<file path="src/rtl/execute_stage_md.sv">
`default_nettype none
// ============================================================================
// Module   : execute_stage_md
// Purpose  : Execute stage with a valid/ready handshake toward decode, a
//            single-cycle base ALU and an iterative radix-2 mul/div unit.
// Revision : 1.0 - initial release
// ============================================================================

package rv32i_pkg;
    typedef enum logic [4:0] {
        INSTR_ADD, INSTR_SUB, INSTR_AND, INSTR_OR, INSTR_XOR, INSTR_SLL,
        INSTR_SRL, INSTR_SRA, INSTR_SLT, INSTR_SLTU, INSTR_ADDI, INSTR_LOAD,
        INSTR_STORE, INSTR_LUI, INSTR_AUIPC, INSTR_JAL, INSTR_JALR, INSTR_BEQ,
        INSTR_BNE, INSTR_BLT, INSTR_BGE, INSTR_BLTU, INSTR_BGEU
    } rv32i_instr_e;
endpackage

// Single-cycle base-ISA ALU; result doubles as the load/store address.
module alu import rv32i_pkg::*; #(
    parameter int XLEN = 32
) (
    input  rv32i_instr_e     instr_type,
    input  logic [XLEN-1:0]  rs1_data,
    input  logic [XLEN-1:0]  rs2_data,
    input  logic [XLEN-1:0]  imm,
    input  logic [XLEN-1:0]  pc,
    output logic [XLEN-1:0]  result,
    output logic             take_branch,
    output logic [XLEN-1:0]  branch_target
);
    localparam int SHW = $clog2(XLEN);

    logic [SHW-1:0]  shamt;
    logic [XLEN-1:0] rs1_imm;

    assign shamt   = rs2_data[SHW-1:0];
    assign rs1_imm = rs1_data + imm;

    // Decode the base op into result, branch decision and redirect target.
    always_comb begin
        result        = '0;
        take_branch   = 1'b0;
        branch_target = pc + imm;
        case (instr_type)
            INSTR_ADD:   result = rs1_data + rs2_data;
            INSTR_SUB:   result = rs1_data - rs2_data;
            INSTR_AND:   result = rs1_data & rs2_data;
            INSTR_OR:    result = rs1_data | rs2_data;
            INSTR_XOR:   result = rs1_data ^ rs2_data;
            INSTR_SLL:   result = rs1_data << shamt;
            INSTR_SRL:   result = rs1_data >> shamt;
            INSTR_SRA:   result = XLEN'($signed(rs1_data) >>> shamt);
            INSTR_SLT:   result = {{(XLEN-1){1'b0}}, $signed(rs1_data) < $signed(rs2_data)};
            INSTR_SLTU:  result = {{(XLEN-1){1'b0}}, rs1_data < rs2_data};
            INSTR_ADDI,
            INSTR_LOAD,
            INSTR_STORE: result = rs1_imm;
            INSTR_LUI:   result = imm;
            INSTR_AUIPC: result = pc + imm;
            INSTR_JAL: begin
                result      = pc + XLEN'(4);
                take_branch = 1'b1;
            end
            INSTR_JALR: begin
                result        = pc + XLEN'(4);
                take_branch   = 1'b1;
                branch_target = {rs1_imm[XLEN-1:1], 1'b0};
            end
            INSTR_BEQ:   take_branch = (rs1_data == rs2_data);
            INSTR_BNE:   take_branch = (rs1_data != rs2_data);
            INSTR_BLT:   take_branch = ($signed(rs1_data) < $signed(rs2_data));
            INSTR_BGE:   take_branch = ($signed(rs1_data) >= $signed(rs2_data));
            INSTR_BLTU:  take_branch = (rs1_data < rs2_data);
            INSTR_BGEU:  take_branch = (rs1_data >= rs2_data);
            default: ;
        endcase
    end
endmodule

module execute_stage_md import rv32i_pkg::*; #(
    parameter int XLEN = 32
) (
    input  logic             clk,
    input  logic             rst,
    input  logic             stall,
    input  logic             flush,
    input  logic             id_ex_valid,
    output logic             ex_id_ready,
    input  rv32i_instr_e     id_ex_instr_type,
    input  logic             id_ex_md_en,
    input  logic [2:0]       id_ex_md_op,
    input  logic [XLEN-1:0]  id_ex_rs1_data,
    input  logic [XLEN-1:0]  id_ex_rs2_data,
    input  logic [XLEN-1:0]  id_ex_imm,
    input  logic [XLEN-1:0]  id_ex_pc,
    input  logic [4:0]       id_ex_rd_addr,
    input  logic             id_ex_write_en,
    output logic             ex_if_take_branch,
    output logic [XLEN-1:0]  ex_if_branch_target,
    output logic             ex_wb_valid,
    output logic [XLEN-1:0]  ex_wb_result,
    output logic             ex_wb_write_en,
    output logic [4:0]       ex_wb_rd_addr,
    output logic [XLEN-1:0]  mem_addr,
    output logic             ex_busy
);
    localparam int CW = $clog2(XLEN);
    localparam logic [1:0] S_IDLE = 2'd0;
    localparam logic [1:0] S_BUSY = 2'd1;
    localparam logic [1:0] S_DONE = 2'd2;

    logic [1:0]        state;
    logic [CW-1:0]     cnt;
    logic [2*XLEN-1:0] acc;       // product, or {remainder, quotient}
    logic [XLEN-1:0]   operand;   // multiplicand or divisor magnitude
    logic [2:0]        md_op;
    logic [4:0]        md_rd;
    logic              md_we;
    logic              neg_hi;    // product / quotient needs negation
    logic              neg_lo;    // remainder needs negation

    logic [XLEN-1:0] alu_result, alu_target;
    logic            alu_take;

    alu #(.XLEN(XLEN)) u_alu (
        .instr_type    (id_ex_instr_type),
        .rs1_data      (id_ex_rs1_data),
        .rs2_data      (id_ex_rs2_data),
        .imm           (id_ex_imm),
        .pc            (id_ex_pc),
        .result        (alu_result),
        .take_branch   (alu_take),
        .branch_target (alu_target)
    );

    assign mem_addr    = alu_result;
    assign ex_busy     = (state != S_IDLE);
    assign ex_id_ready = (state == S_IDLE) && !stall && !flush && !rst;

    logic accept, md_accept, base_accept;
    assign accept      = id_ex_valid && ex_id_ready;
    assign md_accept   = accept && id_ex_md_en;
    assign base_accept = accept && !id_ex_md_en;

    // Operand signedness: MUL/MULH/MULHSU/DIV/REM treat rs1 as signed,
    // MUL/MULH/DIV/REM treat rs2 as signed.
    logic            a_signed, b_signed, a_neg, b_neg, rs2_zero;
    logic [XLEN-1:0] a_mag, b_mag;
    assign a_signed = id_ex_md_op[2] ? !id_ex_md_op[0] : (id_ex_md_op != 3'd3);
    assign b_signed = id_ex_md_op[2] ? !id_ex_md_op[0] : !id_ex_md_op[1];
    assign a_neg    = a_signed && id_ex_rs1_data[XLEN-1];
    assign b_neg    = b_signed && id_ex_rs2_data[XLEN-1];
    assign a_mag    = a_neg ? -id_ex_rs1_data : id_ex_rs1_data;
    assign b_mag    = b_neg ? -id_ex_rs2_data : id_ex_rs2_data;
    assign rs2_zero = (id_ex_rs2_data == '0);

    // One radix-2 iteration: shift-add multiply / restoring divide.
    logic [XLEN:0]     mul_sum;
    logic [2*XLEN-1:0] mul_next, div_next;
    logic [2*XLEN:0]   div_shift;
    logic [XLEN:0]     div_top, div_diff;
    assign mul_sum   = {1'b0, acc[2*XLEN-1:XLEN]} + (acc[0] ? {1'b0, operand} : '0);
    assign mul_next  = {mul_sum, acc[XLEN-1:1]};
    assign div_shift = {acc, 1'b0};
    assign div_top   = div_shift[2*XLEN:XLEN];
    assign div_diff  = div_top - {1'b0, operand};
    assign div_next  = (div_top >= {1'b0, operand})
                     ? {div_diff[XLEN-1:0], div_shift[XLEN-1:1], 1'b1}
                     : {div_top[XLEN-1:0], div_shift[XLEN-1:0]};

    // Sign correction and result selection once iteration completes.
    logic [2*XLEN-1:0] prod_fix;
    logic [XLEN-1:0]   md_result;
    assign prod_fix = neg_hi ? -acc : acc;
    always_comb begin
        md_result = '0;
        case (md_op)
            3'd0:          md_result = prod_fix[XLEN-1:0];
            3'd1, 3'd2,
            3'd3:          md_result = prod_fix[2*XLEN-1:XLEN];
            3'd4, 3'd5:    md_result = neg_hi ? -acc[XLEN-1:0] : acc[XLEN-1:0];
            default:       md_result = neg_lo ? -acc[2*XLEN-1:XLEN] : acc[2*XLEN-1:XLEN];
        endcase
    end

    // Mul/div sequencer: latch operands on accept, iterate XLEN times, then wait to retire.
    always_ff @(posedge clk or posedge rst) begin
        if (rst) begin
            state   <= S_IDLE;
            cnt     <= '0;
            acc     <= '0;
            operand <= '0;
            md_op   <= 3'd0;
            md_rd   <= 5'd0;
            md_we   <= 1'b0;
            neg_hi  <= 1'b0;
            neg_lo  <= 1'b0;
        end else if (flush) begin
            state <= S_IDLE;
            cnt   <= '0;
        end else begin
            case (state)
                S_IDLE: if (md_accept) begin
                    state   <= S_BUSY;
                    cnt     <= '0;
                    acc     <= {{XLEN{1'b0}}, a_mag};
                    operand <= b_mag;
                    md_op   <= id_ex_md_op;
                    md_rd   <= id_ex_rd_addr;
                    md_we   <= id_ex_write_en;
                    // Divide by zero keeps the all-ones quotient unsigned.
                    neg_hi  <= (a_neg ^ b_neg) && !(id_ex_md_op[2] && rs2_zero);
                    neg_lo  <= a_neg;
                end
                S_BUSY: begin
                    acc <= md_op[2] ? div_next : mul_next;
                    cnt <= cnt + 1'b1;
                    if (cnt == CW'(XLEN-1)) state <= S_DONE;
                end
                S_DONE: if (!stall) state <= S_IDLE;
                default: state <= S_IDLE;
            endcase
        end
    end

    // Output registers: flush clears, stall holds, otherwise load a retiring op or clear pulses.
    always_ff @(posedge clk or posedge rst) begin
        if (rst) begin
            ex_if_take_branch   <= 1'b0;
            ex_if_branch_target <= '0;
            ex_wb_valid         <= 1'b0;
            ex_wb_result        <= '0;
            ex_wb_write_en      <= 1'b0;
            ex_wb_rd_addr       <= 5'd0;
        end else if (flush) begin
            ex_if_take_branch <= 1'b0;
            ex_wb_valid       <= 1'b0;
            ex_wb_write_en    <= 1'b0;
        end else if (!stall) begin
            if (state == S_DONE) begin
                ex_if_take_branch <= 1'b0;
                ex_wb_valid       <= 1'b1;
                ex_wb_result      <= md_result;
                ex_wb_write_en    <= md_we;
                ex_wb_rd_addr     <= md_rd;
            end else if (base_accept) begin
                ex_if_take_branch   <= alu_take;
                ex_if_branch_target <= alu_target;
                ex_wb_valid         <= 1'b1;
                ex_wb_result        <= alu_result;
                ex_wb_write_en      <= id_ex_write_en;
                ex_wb_rd_addr       <= id_ex_rd_addr;
            end else begin
                ex_if_take_branch <= 1'b0;
                ex_wb_valid       <= 1'b0;
                ex_wb_write_en    <= 1'b0;
            end
        end
    end
endmodule

`default_nettype wire

</file>
<file path="config.mk">
export PLATFORM = sky130hd
export DESIGN_NAME = execute_stage_md
export DESIGN_NICKNAME = d
export VERILOG_FILES = /design/src/rtl/execute_stage_md.sv
export SDC_FILE = /design/constraint.sdc
export NUM_CORES = 2
export LEC_CHECK = 0
export ABC_AREA = 1
export CAP_MARGIN = 10
export CORE_MARGIN = 8
export CORE_UTILIZATION = 30
export DETAILED_ROUTE_END_ITERATION = 7
export PLACE_DENSITY = 0.51
export SYNTH_ARGS = -nofsm -noshare
export SYNTH_HDL_FRONTEND = slang
export SYNTH_SLANG_ARGS = --single-unit
</file>
<file path="constraint.sdc">
create_clock -name clk -period 7.89 [get_ports clk]
set_input_delay 1.578 -clock clk [delete_from_list [all_inputs] [get_ports clk]]
set_output_delay 1.578 -clock clk [all_outputs]
set_load 0.01 [all_outputs]
</file>
# Yosys cells after proc, flatten, opt, wreduce, memory -nomap -nowiden
# Index checks and enable logic that the tools add are counted.
# classes
n_lt_le_gt_ge	5
n_reduce_logical	35
addsub	13
n_eq_ne	38
shifts	3
bitwise_logic	7
n_mux	40
# ops
op	count
$pmux 32 s14	1
$mux 32	8
$mux 64	4
$neg 32->32	4
$pmux 64 s2	1
$add 32x32->32	3
$pmux 32 s3	1
$ge 32x32->1	2
$lt 32x32->1	2
$neg 64->64	1
$sub 32x32->32	2
$eq 5x4->1 const B	8
$eq 5x5->1 const B	8
$add 32x32->33	1
$ge 33x32->1	1
$add 32x3->32 const B	1
$and 32x32->32	1
$eq 32x32->1	1
$logic_not 32->1	1
$ne 32x32->1	1
$or 32x32->32	1
$shl 32x5->32	1
$shr 32x5->32	1
$sshr 32x5->32	1
34 further kinds	85
# word_totals
in_bits	148
wordCells	156
output_inout_bits	106
reg_bits	186

# Longest topological paths before layout
# logic_depth
depth_word	10
depth_mapped	22
depth_no_buf	20

# Modules after synthesis
# From an unflattened synthesis, not the netlist that was laid out.
# hier_totals
hier_cells	6759
hier_area_um2	35396.4
# by_module_without_submodules
mod	area_each_um2	n_inst	cells_per_inst	seq_area_each_um2
execute_stage_md	18547.8	1	3151	4654.5
alu	16848.7	1	3608	0.0

# Worst setup path before layout
# No wires, ideal clock.
# synth_timing
path_kind	input to output
start	input id_ex_rs2_data[4]
end	output mem_addr[27]
t_arrival_ns	3.870
path_buffers	4
setup_slack_ns	2.442
stages	18
required_ns	6.312
cell_sequence	buf_2 inv_1 clkbuf_1 clkbuf_1 ha_1 clkbuf_2 nor2_1 nand2_1 inv_1 nand2_1 nand2_1 nand2_1 nand2_1 nand2_1 a21oi_1 nor2_1 nor2_1 nand2_1
# synth_via
elab_chain_cells	2
word_cells_on_any_way	6
cone_classes	2 x add/sub; 3 x shift; 1 x mux
# synth_rtl
item	line_no	source
from (decl)	93	input logic [XLEN-1:0] id_ex_rs2_data,
$sub 32x32->32, or another cell as far along	46	INSTR_SUB: result = rs1_data - rs2_data;
$pmux 32 s14 *	44	case (instr_type)
to (decl)	104	output logic [XLEN-1:0] mem_addr,
# Every way passes the cells marked *; elsewhere a longest branch is shown, timed or not.

# Worst setup path after layout
# layout_timing
start	input id_ex_rs1_data[0]
end	output mem_addr[8]
# layout_via
elab_chain_cells	2
word_cells_on_any_way	7
cone_classes	3 x add/sub; 3 x shift; 1 x mux
# layout_rtl
item	line_no	source
from (decl)	92	input logic [XLEN-1:0] id_ex_rs1_data,
$add 32x32->32, or another cell as far along	37	assign rs1_imm = rs1_data + imm;
$pmux 32 s14 *	44	
# Marks and branches as above.

==> summary.txt <==
Synthesis
  • Synth Register Bits: 186
  • Mapped Avg Cell Area: 5.29 µm²
  • Compound-Gate Fraction of Synth Area: 14.4%
  • Synth Area in XOR/XNOR: 2.17%
  • Post-synthesis mux area share: 0.0291%
  • Synth top area share: 23.8%
  • FFs w/ async S/R, synth: 100%
  • Simple-gate share of the synthesized area: 48.9%
  • Main combinational cell family by area after synthesis: simple AND/OR/NAND/NOR gates
  • Sequential-to-total area share from yosys stat: 13.6%
  • Ys Warns: 0
  • Leading area contributor after synthesis: nand2_1
  • Mapped Cells: 6,491
  • Area of the mapped netlist: 34,300 µm²
  • Adder-cell share of the synthesized area: 8.73%
  • Top post-synthesis cells by area: nand2_1 24%, dfrtp_1 14%, nand3_1 12%
  • Number of distinct library cells after synthesis: 62
  • Post-synth EDFFs: 0
  • Dominant synthesized flop cell: dfrtp_1
  • Syn_nets: 6,875

STA
  • Worst Skew: 28.0 ps
  • Worst Max-Slew Pin Slew: 1230 ps
  • Relative slew slack: 17.6%
  • Ratio of final minimum period to clock period: 93.8%
  • Setup TNS: 0 ps
  • Minimum clock period: 7400 ps
  • Hold Vio Cnt, Final: 0
  • Final Worst Setup Slack: 486 ps
  • Worst hold margin: 480 ps
  • Achievable Freq: 135 MHz
  • Setup-failing EPs final: 0
  • Max-slew violation total from the final report: 0
  • RSZ-0062 raised after global routing: false

Route
  • Antenna viol nets, final: 0
  • Via density: 5.56
  • DRC viols: 4
  • Total Wirelength: 220 mm
  • Avg WL per Cell: 26.8 µm
  • TritonRoute pass-1 iters: 8
  • Vias post-DR: 45,600
  • DR iter-0 viols: 4,911

CTS
  • Htree depth: 4
  • Clk sinks: 186
  • CTS resizes: 0
  • CTS Root Cell: clkbuf_16
  • CTS Buf Count: 17
  • Buffer depth of the longest clock path: 2
  • Later-pin clock latency in the skew report: 550 ps
  • Post-cts hold buffer count: 0
  • CTS tree: yes
  • CTS clk-pin slew, worst paths: 80 ps
  • Number of setup buffers added after CTS: 0

Cells and area
  • Area occupied by multi-input gates: 25,500 µm²
  • Final Util: 34.6%
  • # fillers: 13,300
  • Layout cells sized above 1: 3.73%
  • Commonest cells after routing, fill and taps aside: 2,177 x nand2_1, 841 x inv_1, 814 x nand3_1, 689 x nor2_1, 365 x o21ai_0
  • Final-stage net count: 7,050
  • Most common cell after layout, fill and taps aside: nand2_1
  • Total area of sequential cells: 4660 µm²
  • Fin cells: 8,203
  • Fin area: 39,400 µm²
  • Area grow syn2layout: 14.9%

Worst setup path
  • Critical path class: in2out
  • FF-to-FF setup slack: 4110 ps
  • CP required: 6310 ps
  • CP Launch Type: input pin
  • Critical Path AT: 5830 ps
  • Critical-path maximum fanout: 6
  • Crit. End Element: output port

Placed design
  • DP Cell Count: 8,159
  • GPL Wtd Cong: 1.10
  • Pre-CTS worst setup slack: 663 ps
  • Dpl cell area: 38,800 µm²
  • HPWL after DPL: 184 mm
  • PortBufs: 253

Run status
  • Outcome: complete, but fails checks
  • Failing checks: DRC

Floorplanning
  • Die Y: 354 µm
  • Die area: 126,000 µm²
  • Initial Util: 30.2%
  • Site row count: 124
  • Die X: 354 µm
  • Core ar.: 114,000 µm²
  • IO Pins: 254

Global routing
  • All-layer global routing usage: 33.6%
  • Antenna violations before repair: 18
  • First-pass GRT wire length: 310 mm
  • Vias in the first global route: 43,300
  • Remaining Overflow, GRT: 0
  • Largest net degree at the start of global routing: 74

Run
  • Max-cap violations: 0

Power
  • Leak pwr: 20.5 nW
  • Pwr dens: 220 nW/µm²
  • Maximum vdd drop: 189 µV
  • Design Power: 8.68 mW

Hold path
  • Hold Path Class: reg2reg
[layout make-up]
| cell class | instances | share of cell area (%) |
|---|---|---|
| multi-input combinational | 5216 | 64.7 |
| sequential | 186 | 11.8 |
| timing repair buffer | 371 | 8.74 |
| inverter | 874 | 8.34 |
| tap | 1512 | 4.80 |
| clock buffer | 19 | 1.12 |
| clock inverter | 13 | 0.381 |
| antenna | 12 | 0.0761 |
[registers in the layout, summed over array words and instances (netlist names), 2 cells and up]
register	count
ex_if_branch_target	32
operand	32
state	2
cnt	5
ex_wb_rd_addr	5
md_rd	5
ex_wb_result	32
acc	64
md_op	3
[power breakdown]
part | switching, mW | internal (mW) | leakage [nW]
Sequential | 0.522 | 1.20 | 2.34
Combinational | 4.18 | 1.80 | 17.9
Clock | 0.524 | 0.457 | 0.288
[critical path, cell delays in order]
cell and delay [ps]:
clkdlybuf4s50_1 910, inv_1 360, ha_1 290, inv_1 120, fa_1 240, nand2_1 90, o21ai_0 480, nand2_1 140
nand2_1 190, nand2_1 70, nand3_1 70, nand2_1 60, nor2_1 90, nand3_1 460, clkdlybuf4s50_1 650
[synthesized netlist by cell type (all sizes together), types with 15 or more instances]
cell type / number
or2: 26
and2: 15
xor2: 73
o21bai: 32
nand2: 2179
nor2: 717
clkbuf: 127
a21oi: 346
nor3: 73
o21ai: 380
a31oi: 44
nand3b: 38
nand4: 104
inv: 867
buf: 88
o211ai: 27
nand3: 817
dfrtp: 186
ha: 230
o22ai: 16
[routing by layer]
layer | share of wire [%] | wire, µm | GRT usage, %
met2 | 43 | 95300 | 53.0
met3 | 7.9 | 17500 | 5.35
met1 | 39 | 85900 | 40.7
met5 | 0.029 | 64 | 0
met4 | 9.7 | 21500 | 26.3
[worst paths after layout]
kind | startpoint | endpoint | cells past startpoint
max | id_ex_rs1_data[0] | mem_addr[8] | 15
min | ex_wb_result[31]$_DFFE_PP0P_ | ex_wb_result[31]$_DFFE_PP0P_ | 2
max reg2reg | md_op[2]$_DFFE_PP0P_ | ex_wb_result[20]$_DFFE_PP0P_ | 12
min reg2reg | ex_wb_result[31]$_DFFE_PP0P_ | ex_wb_result[31]$_DFFE_PP0P_ | 2
max in group asynchronous | rst | neg_hi$_DFFE_PP0P_ | 3
min in group asynchronous | rst | ex_wb_rd_addr[4]$_DFFE_PP0P_ | 2
[cell families after synthesis]
| logic type | count (synthesis) |
|---|---|
| xor gates and xnor gates | 85 |
| buffers and inverters | 1089 |
| adders and majority gates | 236 |
| DFF | 186 |
| and+or+nand+nor | 3990 |
| AOI/OAI and AO/OA | 904 |
| muxes | 1 |
No activity file was read; power rests on OpenSTA's default activity.
